### config.mk
export PLATFORM = sky130hd
export DESIGN_NAME = acc_src_mux4
export DESIGN_NICKNAME = d
export VERILOG_FILES = /design/src/rtl/acc_src_mux4.sv
export SDC_FILE = /design/constraint.sdc
export NUM_CORES = 1
export LEC_CHECK = 0
export CAP_MARGIN = 15
export CORE_AREA = 4 4 41 43
export CTS_CLUSTER_SIZE = 8
export DETAILED_ROUTE_END_ITERATION = 8
export DIE_AREA = 0 0 45 47
export DONT_BUFFER_PORTS = 1
export PLACE_DENSITY_LB_ADDON = 0.3
export SYNTH_ARGS = -nofsm -noshare
export SYNTH_HDL_FRONTEND = slang
export SYNTH_SLANG_ARGS = --single-unit
### constraint.sdc
create_clock -name clk -period 3.15 [get_ports clk]
set_clock_uncertainty 0.2 [all_clocks]
set_input_delay 0.945 -clock clk [delete_from_list [all_inputs] [get_ports clk]]
set_output_delay 0.945 -clock clk [all_outputs]
set_load 0.02 [all_outputs]
### src/rtl/acc_src_mux4.sv
// 4:1 accumulator source selector with a combinational output and an enabled hold register.
// Optional even-parity output q_par is built only when ACC_SRC_MUX4_PARITY_EN is defined.
module acc_src_mux4 #(
    parameter int unsigned      WIDTH   = 8,
    parameter logic [WIDTH-1:0] RST_VAL = '0
) (
    input  logic             clk,
    input  logic             rst_n,
    input  logic [WIDTH-1:0] din_0,
    input  logic [WIDTH-1:0] din_1,
    input  logic [WIDTH-1:0] din_2,
    input  logic [WIDTH-1:0] din_3,
    input  logic [1:0]       sel,
    input  logic             load,
    output logic [WIDTH-1:0] mux_out,
`ifdef ACC_SRC_MUX4_PARITY_EN
    output logic             q_par,
`endif
    output logic [WIDTH-1:0] q,
    output logic             q_vld
);

    // Unknown select propagates as all-X rather than silently picking a source.
    always_comb begin
        mux_out = 'x;
        case (sel)
            2'd0:    mux_out = din_0;
            2'd1:    mux_out = din_1;
            2'd2:    mux_out = din_2;
            2'd3:    mux_out = din_3;
            default: mux_out = 'x;
        endcase
    end

    always_ff @(posedge clk or negedge rst_n) begin
        if (!rst_n) begin
            q     <= RST_VAL;
            q_vld <= 1'b0;
        end else if (load) begin
            q     <= mux_out;
            q_vld <= 1'b1;
        end
    end

`ifdef ACC_SRC_MUX4_PARITY_EN
    assign q_par = ^q;
`endif

endmodule

### Word level (Yosys, flattened, before mapping)

Cells that the tools add are included.

* equal/unequal tests: 3
* mux-type cells: 1
* reduce and logical (&&, ||, !) cells: 1

Operators by type and width (count)
* $pmux W8 S4: 1
* $eq A2 B2 Y1 const B: 2
* $eq A2 B1 Y1 const B: 1
* $logic_not A2 Y1: 1

* register bits after elaboration: 9
* input bits: 37
* logic and storage cells: 7

### Longest topological paths before layout

* depth after elaboration: 2
* mapped depth: 4
* depth with buffers taken out: 2

### Worst setup path after synthesis

OpenSTA, ideal clock, no wires.

* kind: input -> output
* start point: input sel[0]
* end point: output mux_out[0]
* arrival time: 1.712 ns
* data required time: 2.005 ns
* path slack: 0.293 ns
* stages: 4
* cells stage by stage: buf_6 > buf_12 > mux2i_1 > mux2i_1

* longest elaborated chain between the ends: 2
* elaborated cells between the ends (all ways): 5
* classes of those cells: 3 x eq/ne; 1 x mux; 1 x reduce/logical

RTL lines
* start: declaration: RTL line 13 `input logic [1:0] sel,`
* $eq A2 B2 Y1 (tied with other cells): RTL line 26 `case (sel)`
* $pmux W8 S4 *: RTL line 26
* end: declaration: RTL line 15 `output logic [WIDTH-1:0] mux_out,`

Mark *: on every way between the ends. The rest lies on a longest branch, timed or not.

### Final worst setup path

* start point: input sel[0]
* end point: output mux_out[5]

The elaborated chain is that of the path after synthesis.

==> flow_metrics.py <==
metrics = {
    "yosys": {
        "ys_types": 9,
        "ys_top_cells_by_area": "mux2i_1 (37%), dfrtp_1 (34%), o221ai_1 (11%)",
        "syn_nets": 94,
        "synth_area_leader_cell": "mux2i_1",
        "ys_seq_area_share_pct": 34.42,
        "synth_area_per_cell_um2": 11.48,
        "synthCells": 57,
        "synth_top_area_share_pct": 36.71,
        "ys_ff_latch": 9,
        "synth.cell_area_um2": 654.4,
        "yosys_warnings": 0,
    },
    "drt": {
        "first_pass_iters": 2,
        "routedWlPerCell_um": 20.06,
        "via_per_inst": 6.225,
        "drt-total-wl_mm": 1.424,
        "drc": 0,
        "drtAntennaViolNets": 0,
        "via_count": 442,
        "drt_iter0_drc": 1,
    },
    "sta": {
        "slew_headroom_pct": 65.84,
        "setup_viol": 0,
        "rsz0062_at_grt": "no",
        "finalWorstSetupSlack_ns": 0.5177,
        "hold_viol": 0,
        "hold_ws_ns": 0.1869,
        "fin_crit_ns": 2.632,
        "fin_tns_setup_ns": 0,
        "max_clock_freq_ghz": 0.3799,
        "tightest_slew_ns": 0.4981,
        "slew_viol_final": 0,
        "period_share_pct": 83.56,
    },
    "worst_setup_path": {
        "required_ns": 2.00,
        "r2r-start": "q_vld",
        "critical_path.top_delay_family": "multiplexers",
        "critPathSlowestCell": "mux2i_1",
        "setup.worst_path.end_class": "output port",
        "critPathKind": "in2out",
        "cp-startpoint": "sel[0]",
        "path_buf_inv": 0,
        "worst_path_most_repeated_cell": "mux2i_1",
        "cp.arrival_ns": 1.49,
        "cp_max_fo": 16,
        "startpoint_type": "input port",
        "crit_chain": "mux2i_1, mux2i_1",
        "max_stage_delay_ns": 0.42,
    },
    "global_routing": {
        "grt.total_usage_pct": 13.76,
        "grt_pass1_vias": 465,
        "overflow": 0,
        "grt_pass1_wl_mm": 2.125,
        "antenna_found_initial": 0,
        "grt_start_max_net_pins": 17,
    },
    "finish": {
        "drive_gt1_share_pct": 7.143,
        "layout.nets": 94,
        "num_antenna_cells": 0,
        "final_common_cell": "mux2i_1",
        "final_area_um2": 646.9,
        "syn_to_final_growth_pct": -1.147,
        "final_util_pct": 49.71,
        "layout_common_cells": "mux2i_1 (24), nand2b_1 (9), dfrtp_1 (9), o221ai_1 (8), clkbuf_4 (3)",
    },
    "clock_tree": {
        "clock-sinks": 9,
        "post_cts_buffers": 0,
        "cts_buffer_depth": 2,
        "postCtsResizedCells": 0,
        "clk_pin_slew_worst_paths_ns": 0.06,
        "hold_buffers": 0,
        "clock_latency_ns": 0.25,
        "cts_tree": "yes",
        "cts.htree.levels": 1,
        "root_buffer": "clkbuf_4",
        "cts_inserted_buffers": 3,
    },
    "place": {
        "port_buffers": 0,
        "place_area_um2": 620.6,
        "dp_slack_ns": 0.5090,
        "place_congestion": 0.6410,
    },
    "die": {
        "die_h_um": 47,
        "initial_utilization_pct": 50.29,
        "core_um2": 1301,
        "fp.dieW_um": 45,
        "die_area_um2": 2115,
        "fp-row-count": 13,
        "boundaryPins": 54,
    },
    "power": {
        "comb_power_share_pct": 20.1,
        "p_leak_uw": 0.0002999,
        "net-switching-power_uw": 95.34,
        "p_clk_share_pct": 28.0,
        "ir_worst_vdd_v": 0.0002354,
        "power_density_nw_per_um2": 461.0,
        "p_int_uw": 202.9,
        "swShare_pct": 31.97,
        "seq_power_share_pct": 51.9,
    },
    "run_status": {
        "outcome": "completed",
    },
    "worst_hold_path": {
        "hp-class": "in2async",
    },
    "run": {
        "maxCapViolations": 0,
    },
}
[per-layer routing]
layer  wire length (um)  GRT usage (%)  vias to the layer above
met2                730          22.60                       21
met3                185          5.364                        2
met4                  6          5.263                        0
met5                  0              0                        -
li1                   -              -                      216
met1                502          16.27                      203
[through the flow]
| stage | std cells | total power (uW) |
|---|---|---|
| after CTS | 71 | 301.8 |
| after global placement | 67 | 217.2 |
| after detailed placement | 67 | 218.3 |
| final | 71 | 298.2 |
| after global routing | 71 | 317.7 |
| after floorplan | 57 | 220.1 |
[synth_stat cells (all sizes together)]
cell type / number
nand2: 1
or2: 1
nand2b: 9
o221ai: 8
buf: 5
mux2i: 24
dfrtp: 9
[power groups by stage]
| stage | clock network, uW | logic (uW) | registers, uW |
|---|---|---|---|
| final | 83.6 | 59.9 | 155 |
| after global routing | 94.5 | 66.4 | 157 |
| after CTS | 85.6 | 61.1 | 155 |
| after detailed placement | 0 | 61.0 | 157 |
| after global placement | 0 | 60.3 | 157 |
| after floorplan | 0 | 66.6 | 153 |
[flip-flops by register name, indices dropped and copies added (netlist names)]
register and count:
q 8, q_vld 1
[cell families after synthesis]
family	after synthesis	share of synthesized area [%]
AOI/OAI and AO/OA	8	10.71
buffers and inverters	5	8.031
DFF	9	34.42
muxes	24	36.71
and+or+nand+nor	11	10.13
[layout make-up]
| type | count | area (um2) |
|---|---|---|
| Multi-Input combinational cell | 43 | 376.6 |
| Fill cell | 131 | 654.4 |
| Tap cell | 15 | 18.77 |
| Clock buffer | 4 | 26.28 |
| Sequential cell | 9 | 225.2 |
[worst paths after layout]
check | end | slack (ns) | cells past startpoint
max | mux_out[5] | 0.52 | 2
min | q[4] | 0.19 | 0
max reg2reg | q_vld | 2.08 | 1
min reg2reg | q_vld | 0.43 | 1
max in group asynchronous | q[7] | 2.49 | 0
min in group clk | q_vld | 0.43 | 1
Note: power is estimated with default switching activity, not from simulation.
